<file path="src/rtl/sram_frame_sequencer.sv">
// Frame-synchronous SRAM pixel recorder/player: one byte per pixel slot, written or read with
// fixed-length strobe sequences; the address restarts on every vsync rising edge.
module sram_frame_sequencer #(
  parameter int unsigned ADDR_W = 18,
  parameter int unsigned DATA_W = 8
) (
  input  logic              clk,
  input  logic              rst,
  input  logic              rec,
  input  logic [1:0]        div_sel,
  input  logic              vsync,
  input  logic              pix_in,
  output logic [ADDR_W-1:0] addr,
  output logic [DATA_W-1:0] io_out,
  output logic              io_oe,
  input  logic [DATA_W-1:0] io_in,
  output logic              cs_n,
  output logic              we_n,
  output logic              oe_n,
  output logic              pix_out,
  output logic              pix_valid,
  output logic              frame_start,
  output logic              overflow
);

  typedef enum logic [2:0] {
    StIdle,
    StWSetup,
    StWPulse,
    StWHold,
    StRAddr,
    StRSample
  } state_e;

  state_e              state_q, state_d;
  logic [ADDR_W-1:0]   addr_q, addr_d;
  logic [DATA_W-1:0]   wdata_q, wdata_d;
  logic [4:0]          cnt_q, cnt_d;
  logic [1:0]          div_q, div_d;
  logic                mode_q, mode_d;
  logic                overflow_q, overflow_d;
  logic                pix_q, pix_d;
  logic                vsync_q, vsync_qq;
  logic                cs_n_q;

  logic [4:0]          slot_mask;
  logic                strobe;
  logic                start;
  logic                complete;
  logic                rd_hit;

  // Periods are powers of two dividing 32, so a 5-bit counter wraps cleanly for all of them.
  always_comb begin
    unique case (div_q)
      2'd0:    slot_mask = 5'd3;
      2'd1:    slot_mask = 5'd7;
      2'd2:    slot_mask = 5'd15;
      default: slot_mask = 5'd31;
    endcase
  end

  assign frame_start = vsync_q & ~vsync_qq;
  assign strobe      = (cnt_q & slot_mask) == 5'd0;
  assign start       = strobe & ~vsync_q & ~overflow_q;
  assign rd_hit      = &io_in;

  always_comb begin
    state_d    = state_q;
    addr_d     = addr_q;
    wdata_d    = wdata_q;
    cnt_d      = cnt_q + 5'd1;
    div_d      = div_q;
    mode_d     = mode_q;
    overflow_d = overflow_q;
    pix_d      = pix_q;
    complete   = 1'b0;

    unique case (state_q)
      StIdle: begin
        if (start) begin
          wdata_d = {DATA_W{pix_in}};
          state_d = mode_q ? StWSetup : StRAddr;
        end
      end
      StWSetup:  state_d = StWPulse;
      StWPulse:  state_d = StWHold;
      StWHold: begin
        complete = 1'b1;
        state_d  = StIdle;
      end
      StRAddr:   state_d = StRSample;
      StRSample: begin
        pix_d    = rd_hit;
        complete = 1'b1;
        state_d  = StIdle;
      end
      default:   state_d = StIdle;
    endcase

    // The last address is written once, then the frame stalls until the next vsync.
    if (complete) begin
      if (addr_q == '1) begin
        overflow_d = 1'b1;
      end else begin
        addr_d = addr_q + ADDR_W'(1);
      end
    end

    if (frame_start) begin
      addr_d     = '0;
      overflow_d = 1'b0;
      cnt_d      = 5'd0;
      div_d      = div_sel;
      mode_d     = rec;
    end
  end

  always_ff @(posedge clk) begin
    if (rst) begin
      state_q    <= StIdle;
      addr_q     <= '0;
      wdata_q    <= '0;
      cnt_q      <= 5'd0;
      div_q      <= 2'd0;
      mode_q     <= 1'b0;
      overflow_q <= 1'b0;
      pix_q      <= 1'b0;
      vsync_q    <= 1'b0;
      vsync_qq   <= 1'b0;
      cs_n_q     <= 1'b1;
    end else begin
      state_q    <= state_d;
      addr_q     <= addr_d;
      wdata_q    <= wdata_d;
      cnt_q      <= cnt_d;
      div_q      <= div_d;
      mode_q     <= mode_d;
      overflow_q <= overflow_d;
      pix_q      <= pix_d;
      vsync_q    <= vsync;
      vsync_qq   <= vsync_q;
      cs_n_q     <= 1'b0;
    end
  end

  // Strobes decode straight from state so a reset edge drops them together with the FSM.
  assign io_oe     = (state_q == StWSetup) || (state_q == StWPulse) || (state_q == StWHold);
  assign we_n      = (state_q != StWPulse);
  assign oe_n      = !((state_q == StRAddr) || (state_q == StRSample));
  assign pix_valid = (state_q == StRSample);
  assign pix_out   = pix_valid ? rd_hit : pix_q;
  assign io_out    = wdata_q;
  assign addr      = addr_q;
  assign cs_n      = cs_n_q;
  assign overflow  = overflow_q;

endmodule

</file>
<file path="config.mk">
export PLATFORM = sky130hd
export DESIGN_NAME = sram_frame_sequencer
export DESIGN_NICKNAME = d
export VERILOG_FILES = /design/src/rtl/sram_frame_sequencer.sv
export SDC_FILE = /design/constraint.sdc
export NUM_CORES = 1
export LEC_CHECK = 0
export BUFFER_PORTS_ARGS = -buffer_cell sky130_fd_sc_hd__buf_2
export CORE_MARGIN = 2
export CORE_UTILIZATION = 45
export CTS_CLUSTER_SIZE = 10
export DETAILED_ROUTE_END_ITERATION = 8
export HOLD_SLACK_MARGIN = 0.05
export PLACE_DENSITY = 0.69
export SYNTH_ARGS = -nofsm -noshare
export SYNTH_HDL_FRONTEND = slang
export SYNTH_SLANG_ARGS = --single-unit
</file>
<file path="constraint.sdc">
create_clock -name clk -period 5.93 [get_ports clk]
set_clock_uncertainty 0.2 [all_clocks]
set_input_delay 1.186 -clock clk [delete_from_list [all_inputs] [get_ports clk]]
set_output_delay 1.186 -clock clk [all_outputs]
set_load 0.05 [all_outputs]
</file>
**Word level (Yosys, flattened, before mapping)**

Cells that the tools add are included.

- Register bits after elaboration: 35
- Input bits: 15
- Output and inout port bits: 34
- Word-level logic and storage cells: 51

- $add $sub $neg: 2
- Equality and inequality tests: 10
- Multiplexer cells: 7
- Bitwise operators: 8
- Reductions and logical operators: 13

Operators with widths:

| cell | count |
|---|---|
| 18-bit by 1-bit adder with 18-bit output (second input constant) | 1 |
| 18-bit equality test (second input constant) | 1 |
| 5-bit one-hot mux with 3 select lines | 1 |
| 3-bit one-hot mux with 4 select lines | 1 |
| 8-bit AND reduction | 1 |
| 3-bit by 2-bit equality test with 1-bit output (second input constant) | 2 |
| 3-bit equality test (second input constant) | 2 |
| 3-bit two-way mux | 2 |
| 2-bit AND reduction | 3 |
| 5-bit by 1-bit adder with 5-bit output (second input constant) | 1 |
| 5-bit bitwise AND | 1 |
| 5-bit zero test | 1 |
| 1-bit inverter | 4 |
| 2-bit OR reduction | 2 |
| 1-bit bitwise AND | 3 |
| 3-bit by 1-bit equality test with 1-bit output (second input constant) | 1 |
| 3-bit zero test | 1 |
| 1-bit logical OR | 3 |
| 1-bit two-way mux | 3 |
| 3-bit by 2-bit inequality test with 1-bit output (second input constant) | 1 |
| 2-bit by 1-bit equality test with 1-bit output (second input constant) | 1 |
| 2-bit equality test (second input constant) | 1 |
| 2-bit zero test | 1 |
| 2-bit inequality test (second input constant) | 1 |
| 1-bit zero test | 1 |

**Depth between registers and ports, before layout**

- Depth after elaboration: 8
- Mapped depth: 6
- Depth with buffers taken out: 6

**Worst setup path after synthesis**

No wires, ideal clock.

- Path type: input -> output
- From: input io_in[6]
- To: output pix_out
- Data arrival time: 2517 ps
- Data required time: 4544 ps
- Path slack: 2027 ps
- Stages on the path: 2
- Path buffers: 0
- Cells stage by stage: nand4_1 -> o31ai_1

- Longest elaborated chain between the ends: 2

RTL lines:

| what | RTL line | text |
|---|---|---|
| start: declaration | 16 | `input logic [DATA_W-1:0] io_in,` |
| 8-bit AND reduction | 65 | `assign rd_hit = &io_in;` |
| 1-bit two-way mux | 151 | `assign pix_out = pix_valid ? rd_hit : pix_q;` |
| end: declaration | 20 | `output logic pix_out,` |

Every way passes these cells.

**Final worst setup path**

Ends and elaborated chain as after synthesis.

==> flow_results.org <==
** Routing
- Total iterations of the first detailed-routing run :: 4
- After detailed routing, the number of remaining DRC violations is 0.
- Total wire length :: 3680 µm
- After detailed routing, the average wire length per cell comes to 12.5 µm.
- For this block, the initial DRC count from the detailed router was 63.
- In the routed layout, each cell is associated on average with a via count of 5.37.
- Vias after detailed routing :: 1585
- Once detail routing completed, the nets flagged for antenna violations numbered 0.

** Finish
- Non-filler instance count after layout :: 295
- Layout cell share with drive strength beyond 1 :: 0.259
- Final std cell area, no fill :: 2120 µm²
- 0 antenna diodes ended up in the layout.
- The final layout contains 264 nets.
- Post-route core utilization :: 0.565
- Filler cell count in the final layout :: 374
- Signed area change from the synthesized netlist to the final layout :: 18.8%

** Worst hold path
- Hold Crit Endpoint :: vsync_qq$_SDFF_PP0_
- Hold/Removal Path Class :: reg -> reg
- Beginning of the worst hold path :: vsync_q$_SDFF_PP0_
- Min-Delay Path Depth :: 1

** GRT
- For this run, the total global-route usage over all layers was measured as 0.178.
- GRT Residual Overflow :: 0
- The via count of the first global-routing pass is 1379.
- Largest net degree at the start of global routing :: 21
- The number of antenna violations at the first check in global routing came to 0.
- The first global-routing pass estimated 6130 µm of wire.

** STA
- Counting I/O delays and the setup requirement, the final critical path takes 3.30 ns.
- Measured against its own limit, the worst slew margin works out to 0.263.
- In the finished design, the share of the clock period the worst path needs comes to 0.556.
- Final setup violation count :: 0
- Max-slew violation total from the final report :: 0
- Setup repair after global routing left no endpoint under its margin.
- Highest clock frequency the design can meet :: 303 MHz
- Slew at the pin closest to its max-slew limit :: 1.10 ns
- After routing, the total negative slack on setup checks comes to 0 ns.
- Final Hold Fails :: 0

** Clocking
- Clock tree from TritonCTS :: yes
- # clock sinks :: 35
- Post-cts resize count :: 0
- # H-tree levels :: 2
- TritonCTS Buffers :: 5
- Clock buffer depth :: 2
- Worst-Skew Late Latency :: 0.28 ns
- The cell sitting at the root of the clock tree is a sky130_fd_sc_hd__clkbuf_8.
- After clock tree synthesis, the flow added hold-fix buffers numbering 0.
- Post-CTS Setup Repair Bufs :: 0
- After clock tree synthesis, the clock-pin slew on the worst setup and hold paths is 0.07 ns.

** Placed design
- Total instance count after detailed placement :: 287
- Dpl hpwl :: 2620 µm
- Standard cell area after detailed placement :: 2000 µm²
- Final Wtd Congestion :: 0.831
- In this run the tool buffered the top-level ports with 48 buffer cells.

** Worst setup path
- Arrival time of the worst setup path :: 1.91 ns
- Critical Path RT :: 4.54 ns
- In this run the critical register-to-register path is launched from addr[0]$_SDFFE_PP0P_.
- The worst register-to-register path has a depth of 5.
- Crit-path max FO :: 2
- Capturing element type of the critical path :: output port
- The worst setup path is launched from an input port.
- The endpoint identified for the worst register-to-register timing path is addr[11]$_SDFFE_PP0P_.
- The worst register-to-register path has a setup slack of 3.44 ns.
- Setup CP Type :: in -> out

** Floorplanning
- The initial utilization of the core area, before any placement, comes to 0.476.
- The core region is 3740 µm².
- Number of I/O pins :: 49
- Die Footprint :: 4480 µm²
- The floorplan step set the die height to 66.9 µm.
- Rows :: 22
- Chip Width :: 66.9 µm

** Yosys
- In this run, synthesis produced a sequential element count of 35.
- Average cell area after synthesis :: 8.69 µm²
- Post-synth cell types :: 41
- The most used flip-flop cell after synthesis is sky130_fd_sc_hd__dfxtp_1.
- The synthesized design contains 0 enable-type register cells.
- After synthesis, the share of flip-flops with an asynchronous set or reset is 0.
- For this run, the register share of the synthesized area comes to 0.394.
- Summing every instance area after synthesis gives 1780 µm².
- Synthesis produced a netlist with a net count of 223.
- In the synthesized netlist, the number of instances is 205.
- Yosys warns :: 0

** Pwr
- Worst vdd rail ir drop :: 0.000140 V
- Power spread over the standard cell area amounts to 275 nW/µm².
- In this run the static leakage power is 0.000856 µW.

** Run status
- The run finished with clean final reports.

** Run
- Max-cap viol count :: 0
placed cells by master, fill, tap and decap left out, types with 4 or more instances in the layout:
cell,Yosys,layout
sky130_fd_sc_hd__a211oi_1,5,5
sky130_fd_sc_hd__nor4_1,5,5
sky130_fd_sc_hd__or3_1,9,9
sky130_fd_sc_hd__clkbuf_8,0,6
sky130_fd_sc_hd__nand4_1,9,9
sky130_fd_sc_hd__nor2b_1,4,4
sky130_fd_sc_hd__o21ai_0,4,4
sky130_fd_sc_hd__dfxtp_1,35,35
sky130_fd_sc_hd__mux2i_1,10,10
sky130_fd_sc_hd__buf_2,0,48
sky130_fd_sc_hd__nor2_1,13,13
sky130_fd_sc_hd__nand2_1,21,21
sky130_fd_sc_hd__nor3_1,5,5
sky130_fd_sc_hd__nand3_1,11,11
sky130_fd_sc_hd__a21oi_1,13,13
sky130_fd_sc_hd__inv_1,5,5
cell usage after synthesis, drive strengths merged (7+ instances only):
cell	instances	area [µm²]
buf	9	71.3
nand3	11	55.1
nand4	9	56.3
dfxtp	35	701
a21oi	13	65.1
nand2	21	78.8
nor2	13	48.8
mux2i	10	100
or3	9	56.3
clkbuf	7	26.3
metal layers:
layer,track usage,vias to the layer above,share of wire
met4,0.0459,0,0.0057
met3,0.0405,3,0.049
li1,-,824,-
met2,0.288,42,0.46
met1,0.238,716,0.48
met5,0,-,0
kinds of logic after synthesis:
logic type      after synthesis  share of synthesized area
mux                          10                     0.0562
xor+xnor                      5                     0.0351
buf+inv                      21                     0.0654
simple gates                 95                      0.289
compound gates               36                      0.140
flops                        35                      0.394
fa+ha+maj                     3                     0.0211
stage by stage:
step	hold slack, ns	power [µW]	setup slack [ns]
after floorplan	0.230	358	2.03
after global placement	0.246	369	2.64
after detailed placement	0.258	370	2.64
after CTS	0.271	591	2.63
after global routing	0.277	608	2.50
final	0.268	582	2.63
where the power goes:
part	total (µW)	switching, µW	internal, µW
registers	260	16.9	243
clock network	218	82.5	136
logic	104	72.2	31.4
total	582	172	411
worst max path at each step:
stage                     slack (ns)  startpoint  endpoint
final                           2.63    io_in[6]   pix_out
after global routing            2.50    io_in[6]   pix_out
after CTS                       2.63    io_in[6]   pix_out
after detailed placement        2.64    io_in[6]   pix_out
after global placement          2.64    io_in[6]   pix_out
after floorplan                 2.03    io_in[6]   pix_out
registers in the layout, indices dropped and copies added, names as in the netlist:
register,flops
state_q,3
pix_q,1
vsync_q,1
vsync_qq,1
addr,18
cnt_q,5
io_out,1
cs_n,1
div_q,2
overflow,1
mode_q,1
cell type report:
class / instances / area (µm²) / area share
Tap cell: 48 / 60.1 / 0.0284
Multi-Input combinational cell: 149 / 963 / 0.455
Clock buffer: 6 / 82.6 / 0.0390
Inverter: 5 / 18.8 / 0.00887
Timing Repair Buffer: 50 / 255 / 0.121
Sequential cell: 35 / 701 / 0.331
Clock inverter: 2 / 35.0 / 0.0166
critical path: stages:
cell	delay, ns
sky130_fd_sc_hd__buf_2	0.08
sky130_fd_sc_hd__nand4_1	0.09
sky130_fd_sc_hd__o31ai_1	0.25
sky130_fd_sc_hd__buf_2	0.31
Power figures use the tool's default switching activity.
